File: config.mk
export PLATFORM = sky130hd
export DESIGN_NAME = ifetch
export DESIGN_NICKNAME = d
export VERILOG_FILES = /design/src/rtl/ifetch_pkg.sv /design/src/rtl/ifetch_len.sv /design/src/rtl/ifetch.sv
export SDC_FILE = /design/constraint.sdc
export NUM_CORES = 1
export LEC_CHECK = 0
export CORE_ASPECT_RATIO = 1.5
export CORE_UTILIZATION = 46
export CTS_CLUSTER_SIZE = 16
export DETAILED_ROUTE_END_ITERATION = 12
export PLACE_DENSITY = 0.87
export SETUP_SLACK_MARGIN = 0.02
export SYNTH_ARGS = -nofsm -noshare
export SYNTH_HDL_FRONTEND = slang
export SYNTH_SLANG_ARGS = --single-unit
File: constraint.sdc
create_clock -name clk -period 3.4 [get_ports clk]
set_input_delay 0.68 -clock clk [delete_from_list [all_inputs] [get_ports clk]]
set_output_delay 0.68 -clock clk [all_outputs]
set_load 0.1 [all_outputs]
File: src/rtl/ifetch_pkg.sv
// Shared definitions for the Y86 fetch unit: FSM states, icode values,
// instruction length constants and a byte-field helper.
package ifetch_pkg;

    typedef enum logic [2:0] {
        ST_IDLE  = 3'd0,
        ST_FETCH = 3'd1,
        ST_HOLD  = 3'd2,
        ST_STOP  = 3'd3,
        ST_FLUSH = 3'd4
    } state_t;

    localparam logic [3:0] I_HALT   = 4'h0;
    localparam logic [3:0] I_NOP    = 4'h1;
    localparam logic [3:0] I_RRMOVL = 4'h2;
    localparam logic [3:0] I_IRMOVL = 4'h3;
    localparam logic [3:0] I_RMMOVL = 4'h4;
    localparam logic [3:0] I_MRMOVL = 4'h5;
    localparam logic [3:0] I_OPL    = 4'h6;
    localparam logic [3:0] I_JXX    = 4'h7;
    localparam logic [3:0] I_CALL   = 4'h8;
    localparam logic [3:0] I_RET    = 4'h9;
    localparam logic [3:0] I_PUSHL  = 4'hA;
    localparam logic [3:0] I_POPL   = 4'hB;

    localparam logic [2:0] LEN_1 = 3'd1;
    localparam logic [2:0] LEN_2 = 3'd2;
    localparam logic [2:0] LEN_5 = 3'd5;
    localparam logic [2:0] LEN_6 = 3'd6;

    function automatic logic [3:0] icode_of(input logic [7:0] b);
        return b[7:4];
    endfunction

endpackage

File: src/rtl/ifetch_len.sv
// Combinational icode decoder: instruction length in bytes and illegal flag.
module ifetch_len
    import ifetch_pkg::*;
(
    input  logic [3:0] icode,
    output logic [2:0] len,
    output logic       illegal
);

    // Length lookup; unknown icodes become 1-byte illegal instructions
    always_comb begin
        len     = LEN_1;
        illegal = 1'b0;
        case (icode)
            I_HALT, I_NOP, I_RET:              len = LEN_1;
            I_RRMOVL, I_OPL, I_PUSHL, I_POPL:  len = LEN_2;
            I_JXX, I_CALL:                     len = LEN_5;
            I_IRMOVL, I_RMMOVL, I_MRMOVL:      len = LEN_6;
            default: begin
                len     = LEN_1;
                illegal = 1'b1;
            end
        endcase
    end

endmodule

File: src/rtl/ifetch.sv
// Y86 instruction fetch: byte-serial memory reads packed into a whole
// instruction, presented to decode with valid/ready, with redirect and halt.
module ifetch
    import ifetch_pkg::*;
#(
    parameter int              PC_W     = 32,
    parameter logic [PC_W-1:0] RESET_PC = '0,
    parameter int              MAX_LEN  = 6
) (
    input  logic                 clk,
    input  logic                 rst,
    output logic                 mem_req,
    output logic [PC_W-1:0]      mem_addr,
    input  logic [7:0]           mem_rdata,
    input  logic                 mem_ack,
    input  logic                 redirect,
    input  logic [PC_W-1:0]      redirect_pc,
    output logic [PC_W-1:0]      pc_o,
    output logic [8*MAX_LEN-1:0] inst_o,
    output logic [2:0]           inst_len,
    output logic                 valid_o,
    input  logic                 ready_i,
    output logic                 inst_err,
    output logic                 halted
);

    localparam int INST_W = 8 * MAX_LEN;

    state_t              state_r, state_s;
    logic [2:0]          byte_cnt_r, byte_cnt_s;
    logic [2:0]          len_r, len_s;
    logic [INST_W-1:0]   inst_r, inst_s;
    logic [PC_W-1:0]     pc_r, pc_s;
    logic [PC_W-1:0]     addr_r, addr_s;
    logic                req_r, req_s;
    logic                valid_r, valid_s;
    logic                err_r, err_s;
    logic                halted_r, halted_s;

    logic [2:0]          dec_len_s;
    logic                dec_ill_s;
    logic [2:0]          cur_len_s;
    logic                xfer_s;
    logic                accept_s;

    ifetch_len u_len (
        .icode   (icode_of(mem_rdata)),
        .len     (dec_len_s),
        .illegal (dec_ill_s)
    );

    assign xfer_s    = req_r && mem_ack;
    assign accept_s  = valid_r && ready_i;
    // Length is only known once byte 0 arrives; later bytes use the stored value
    assign cur_len_s = (byte_cnt_r == 3'd0) ? dec_len_s : len_r;

    // Next-state and next-output logic; redirect overrides everything else
    always_comb begin
        state_s    = state_r;
        byte_cnt_s = byte_cnt_r;
        len_s      = len_r;
        inst_s     = inst_r;
        pc_s       = pc_r;
        addr_s     = addr_r;
        req_s      = req_r;
        valid_s    = valid_r;
        err_s      = err_r;
        halted_s   = halted_r;
        if (redirect) begin
            pc_s       = redirect_pc;
            valid_s    = 1'b0;
            halted_s   = 1'b0;
            byte_cnt_s = 3'd0;
            inst_s     = '0;
            err_s      = 1'b0;
            // An outstanding request cannot be withdrawn: drain it in FLUSH
            if (req_r && !mem_ack) begin
                state_s = ST_FLUSH;
            end else begin
                state_s = ST_FETCH;
                req_s   = 1'b1;
                addr_s  = redirect_pc;
            end
        end else begin
            case (state_r)
                ST_IDLE: begin
                    state_s = ST_FETCH;
                    req_s   = 1'b1;
                    addr_s  = pc_r;
                end
                ST_FETCH: begin
                    if (xfer_s) begin
                        inst_s = inst_r | ({mem_rdata, {(INST_W-8){1'b0}}} >> {byte_cnt_r, 3'b000});
                        if (byte_cnt_r == 3'd0) begin
                            len_s = dec_len_s;
                            err_s = dec_ill_s;
                        end else begin
                            len_s = len_r;
                        end
                        if (byte_cnt_r == cur_len_s - 3'd1) begin
                            state_s    = ST_HOLD;
                            req_s      = 1'b0;
                            valid_s    = 1'b1;
                            byte_cnt_s = 3'd0;
                        end else begin
                            byte_cnt_s = byte_cnt_r + 3'd1;
                            addr_s     = pc_r + PC_W'(byte_cnt_r + 3'd1);
                        end
                    end else begin
                        state_s = ST_FETCH;
                    end
                end
                ST_HOLD: begin
                    if (accept_s) begin
                        valid_s = 1'b0;
                        inst_s  = '0;
                        err_s   = 1'b0;
                        if (err_r || (icode_of(inst_r[INST_W-1 -: 8]) == I_HALT)) begin
                            state_s  = ST_STOP;
                            halted_s = 1'b1;
                        end else begin
                            state_s = ST_FETCH;
                            pc_s    = pc_r + PC_W'(len_r);
                            req_s   = 1'b1;
                            addr_s  = pc_r + PC_W'(len_r);
                        end
                    end else begin
                        state_s = ST_HOLD;
                    end
                end
                ST_STOP: begin
                    halted_s = 1'b1;
                    req_s    = 1'b0;
                end
                ST_FLUSH: begin
                    if (mem_ack) begin
                        state_s = ST_FETCH;
                        addr_s  = pc_r;
                    end else begin
                        state_s = ST_FLUSH;
                    end
                end
                default: begin
                    state_s = ST_IDLE;
                    req_s   = 1'b0;
                    valid_s = 1'b0;
                end
            endcase
        end
    end

    // State and registered-output update
    always_ff @(posedge clk or negedge rst) begin
        if (!rst) begin
            state_r    <= ST_IDLE;
            byte_cnt_r <= 3'd0;
            len_r      <= 3'd0;
            inst_r     <= '0;
            pc_r       <= RESET_PC;
            addr_r     <= RESET_PC;
            req_r      <= 1'b0;
            valid_r    <= 1'b0;
            err_r      <= 1'b0;
            halted_r   <= 1'b0;
        end else begin
            state_r    <= state_s;
            byte_cnt_r <= byte_cnt_s;
            len_r      <= len_s;
            inst_r     <= inst_s;
            pc_r       <= pc_s;
            addr_r     <= addr_s;
            req_r      <= req_s;
            valid_r    <= valid_s;
            err_r      <= err_s;
            halted_r   <= halted_s;
        end
    end

    assign mem_req  = req_r;
    assign mem_addr = addr_r;
    assign pc_o     = pc_r;
    assign inst_o   = inst_r;
    assign inst_len = len_r;
    assign valid_o  = valid_r;
    assign inst_err = err_r;
    assign halted   = halted_r;

endmodule

==> key figures, run 1 <==
Global route
  • Met3 Use GR: 7.25%
  • M1 GR Usage: 31.3%
  • First-pass GRT wire length: 38200 um
  • Largest net degree at the start of global routing: 53
  • Gr busiest metal: met2
  • Global routing usage on met2: 53.4%
  • Number of global-route vias before repair: 7397
  • Total GRT Usage: 30.0%
  • Initial antenna violation count: 0
  • Total grt overflow: 0

Routing
  • Antenna-violating nets left: 0
  • Drt total wl: 24100 um
  • DR vias: 7255
  • Wire length per cell: 20.5 um
  • First-pass DRT Iterations: 5
  • Residual DRC: 0
  • Via density per instance: 6.16
  • DRT iter0 DRCs: 571

STA
  • Worst slew margin: 34.6%
  • Fin worst setup slack: 203 ps
  • Hold Vio Cnt, Final: 0
  • Hold Slack: 280 ps
  • Final Critical Period: 3200 ps
  • Fin. max-slew vios: 0
  • Final period utilization: 94.0%
  • Worst slew pin tran: 978 ps
  • Max Clk Rate: 0.313 GHz
  • Final setup viols: 0
  • RSZ-0062 raised after global routing: no
  • Final Skew: 12.2 ps

Synthesis
  • Yosys top cell area share: 42.6%
  • Area leader, netlist: dfrtp_1
  • Synth unique cells: 75
  • Syn_nets: 841
  • Most frequent cell after synthesis: dfrtp_1
  • Synth Warn #: 0
  • Number of synthesized flops with an enable pin: 0
  • Predominant post-synthesis flop cell: dfrtp_1
  • Syn Area/Cell: 9.36 um2
  • Count of mapped cells out of synthesis: 785
  • Cell area after synthesis: 0.00735 mm2
  • Yosys reg bits: 125
  • FFs w/ async S/R, synth: 100%
  • Post-synthesis sequential area ratio: 42.6%
  • Synth cell count leaders: dfrtp_1, nor2_1, a21oi_1
  • Synth top area cells: dfrtp_1, a21oi_1, mux2_2

Power
  • Worst vdd ir: 0.000736 V
  • P_leak: 4.16 nW
  • PwrDens: 860 mW/mm2

Worst setup path
  • Critical Path Start Type: primary input
  • Crit path DAT: 3500 ps
  • Most Frequent Cell on Critical Path: buf_4
  • Critical path required time: 3710 ps
  • WP buf/inv: 3
  • Critical-path top delay cell: or4_1
  • Crit-path max cell delay: 530 ps
  • Crit path capture type: flop
  • CP Cell Sequence: clkdlybuf4s50_1 -> a21oi_1 -> a211o_1 -> and2_1 -> ha_1 -> or4_1 -> a211oi_2 -> buf_4 -> buf_4 -> o2111ai_1 -> mux2_2
  • Critical path fanouts, max: 10
  • Crit Path Class: primary input to flop
  • CP top delay family: buffers and inverters

Final layout
  • Area Growth Syn to Fin: 33.1%
  • Design Area, Final: 0.00978 mm2
  • Post-Route Utilization: 62.6%
  • Layout cell share with drive strength beyond 1: 25.7%
  • Nets@finish: 1017
  • Antenna cells: 0

Floorplan
  • FP Rows: 56
  • Starting Density: 47.0%
  • Die area: 0.0165 mm2
  • Die W: 105 um
  • Area of the core: 0.0156 mm2
  • IO Count: 164
  • Die Y: 157 um

Placed design
  • Placed cell area: 0.00916 mm2
  • HPWL after detailed placement: 17400 um
  • Port bufs: 163
  • Pre-CTS WS: -127 ps
  • RD Place Congestion: 0.957

Run status
  • Outcome: finished clean

CTS
  • Max Buffers Root-to-Sink: 2
  • Clock Latency Late Sink: 430 ps
  • Root Driver: clkbuf_16
  • Clk slew on worst S/H paths: 60 ps
  • H-Tree Depth: 4
  • Number of CTS-inserted buffers: 17
  • # Post-CTS Setup Buffers: 0
  • CTS tree: yes
  • # clock sinks: 125

Worst hold path
  • Hold Path Class: primary input to async pin

Job
  • Max-cap violations: 0
-- metal layers --
layer	wire, um	vias up
li1	-	3211
met1	8130	3491
met2	12600	436
met3	2000	117
met4	1430	0
met5	0	-
-- worst paths after layout --
check	cells past startpoint	start	slack [ps]	to
setup / recovery	11	mem_rdata[5]	200	mem_req
max in group asynchronous	2	rst	2220	mem_addr[7]
setup reg to reg	12	byte_cnt_r[0]	220	mem_req
hold reg to reg	1	mem_addr[15]	490	mem_addr[15]
hold / removal	1	rst	280	mem_addr[28]
min in group clk	1	mem_addr[15]	490	mem_addr[15]
-- area by class of cell --
class / count / area, um2
Multi-Input combinational cell: 584 / 3910
Clock buffer: 18 / 439
Sequential cell: 125 / 3130
Clock inverter: 14 / 184
Tap cell: 203 / 254
Fill cell: 1266 / 5840
Timing Repair Buffer: 218 / 1810
Inverter: 15 / 56.3
-- placed cells by master, fill, tap and decap left out, types with 5 or more instances in the layout --
cell type / netlist / routed
mux2i_1: 8 / 8
o211ai_1: 6 / 6
o22ai_1: 11 / 11
or4_1: 5 / 5
ha_1: 9 / 9
a211oi_1: 7 / 7
inv_1: 15 / 14
buf_4: 2 / 157
clkbuf_16: 0 / 17
o21ai_0: 23 / 22
mux2_1: 10 / 10
nand2b_1: 5 / 5
dfrtp_1: 125 / 124
xor2_1: 19 / 19
nand4_1: 11 / 11
nor3_1: 19 / 19
nand3_1: 16 / 16
or3_1: 8 / 8
nor4_1: 20 / 20
a31oi_1: 9 / 9
and2_1: 5 / 5
a21oi_1: 72 / 72
clkinv_4: 0 / 5
nor2_1: 86 / 86
nand2_1: 62 / 62
nor4_2: 7 / 7
o311a_1: 5 / 5
a22o_1: 19 / 19
xnor2_1: 34 / 34
clkdlybuf4s50_1: 0 / 57
mux2_2: 31 / 31
-- flip-flops by register name, indices dropped and copies added, names as in the netlist --
register	flops
pc_o	32
inst_err	1
halted	1
mem_addr	32
byte_cnt_r	3
valid_o	1
inst_len	3
mem_req	1
inst_o	48
state_r	3
-- kinds of logic after synthesis --
kind of cell	Yosys count	share of synthesized area (%)
DFF	125	42.6
xor gates and xnor gates	53	6.31
and+or+nand+nor	274	19.4
AOI/OAI and AO/OA	196	17.6
adders and majority gates	11	2.08
muxes	50	7.57
buffers and inverters	76	4.48
-- what timing repair did --
action / CTS / global route
gates resized for setup: 0 / 1
setup endpoints to repair: 0 / 1
hold endpoints to repair: 0 / 0
hold buffers: 0 / 0
-- through the flow --
step	cells	setup TNS, ps	power (mW)
2_1_floorplan	785	0	5.36
3_3_place_gp	1145	-1720	6.43
3_5_place_dp	1145	-2470	6.48
4_1_cts	1177	0	8.41
5_1_grt	1177	0	8.70
6_report	1177	0	8.41
-- where the power goes --
part | internal [mW] | total [mW] | leakage [nW] | switching (mW)
Sequential | 1.80 | 2.10 | 1.57 | 0.296
Combinational | 1.14 | 4.39 | 2.29 | 3.25
Clock | 1.19 | 1.92 | 0.298 | 0.737
Power figures use the tool's default switching activity.
==> inputs of run 2 (changes only) <==
--- a/config.mk
+++ b/config.mk
@@ -5,6 +5,7 @@
 export SDC_FILE = /design/constraint.sdc
 export NUM_CORES = 1
 export LEC_CHECK = 0
+export ABC_CLOCK_PERIOD_IN_PS = 3400
 export CORE_ASPECT_RATIO = 1.5
 export CORE_UTILIZATION = 46
 export CTS_CLUSTER_SIZE = 16
==> results of run 2 <==
Same layout as run 1: the final DEF is identical, and so are final timing and power.
==> inputs of run 3 (changes only) <==
--- a/config.mk
+++ b/config.mk
@@ -8,6 +8,7 @@
 export ABC_CLOCK_PERIOD_IN_PS = 3400
 export CORE_ASPECT_RATIO = 1.5
 export CORE_UTILIZATION = 46
+export CTS_CLUSTER_DIAMETER = 50
 export CTS_CLUSTER_SIZE = 16
 export DETAILED_ROUTE_END_ITERATION = 12
 export PLACE_DENSITY = 0.87
==> results of run 3 <==
Same layout as run 1: the final DEF is identical, and so are final timing and power.
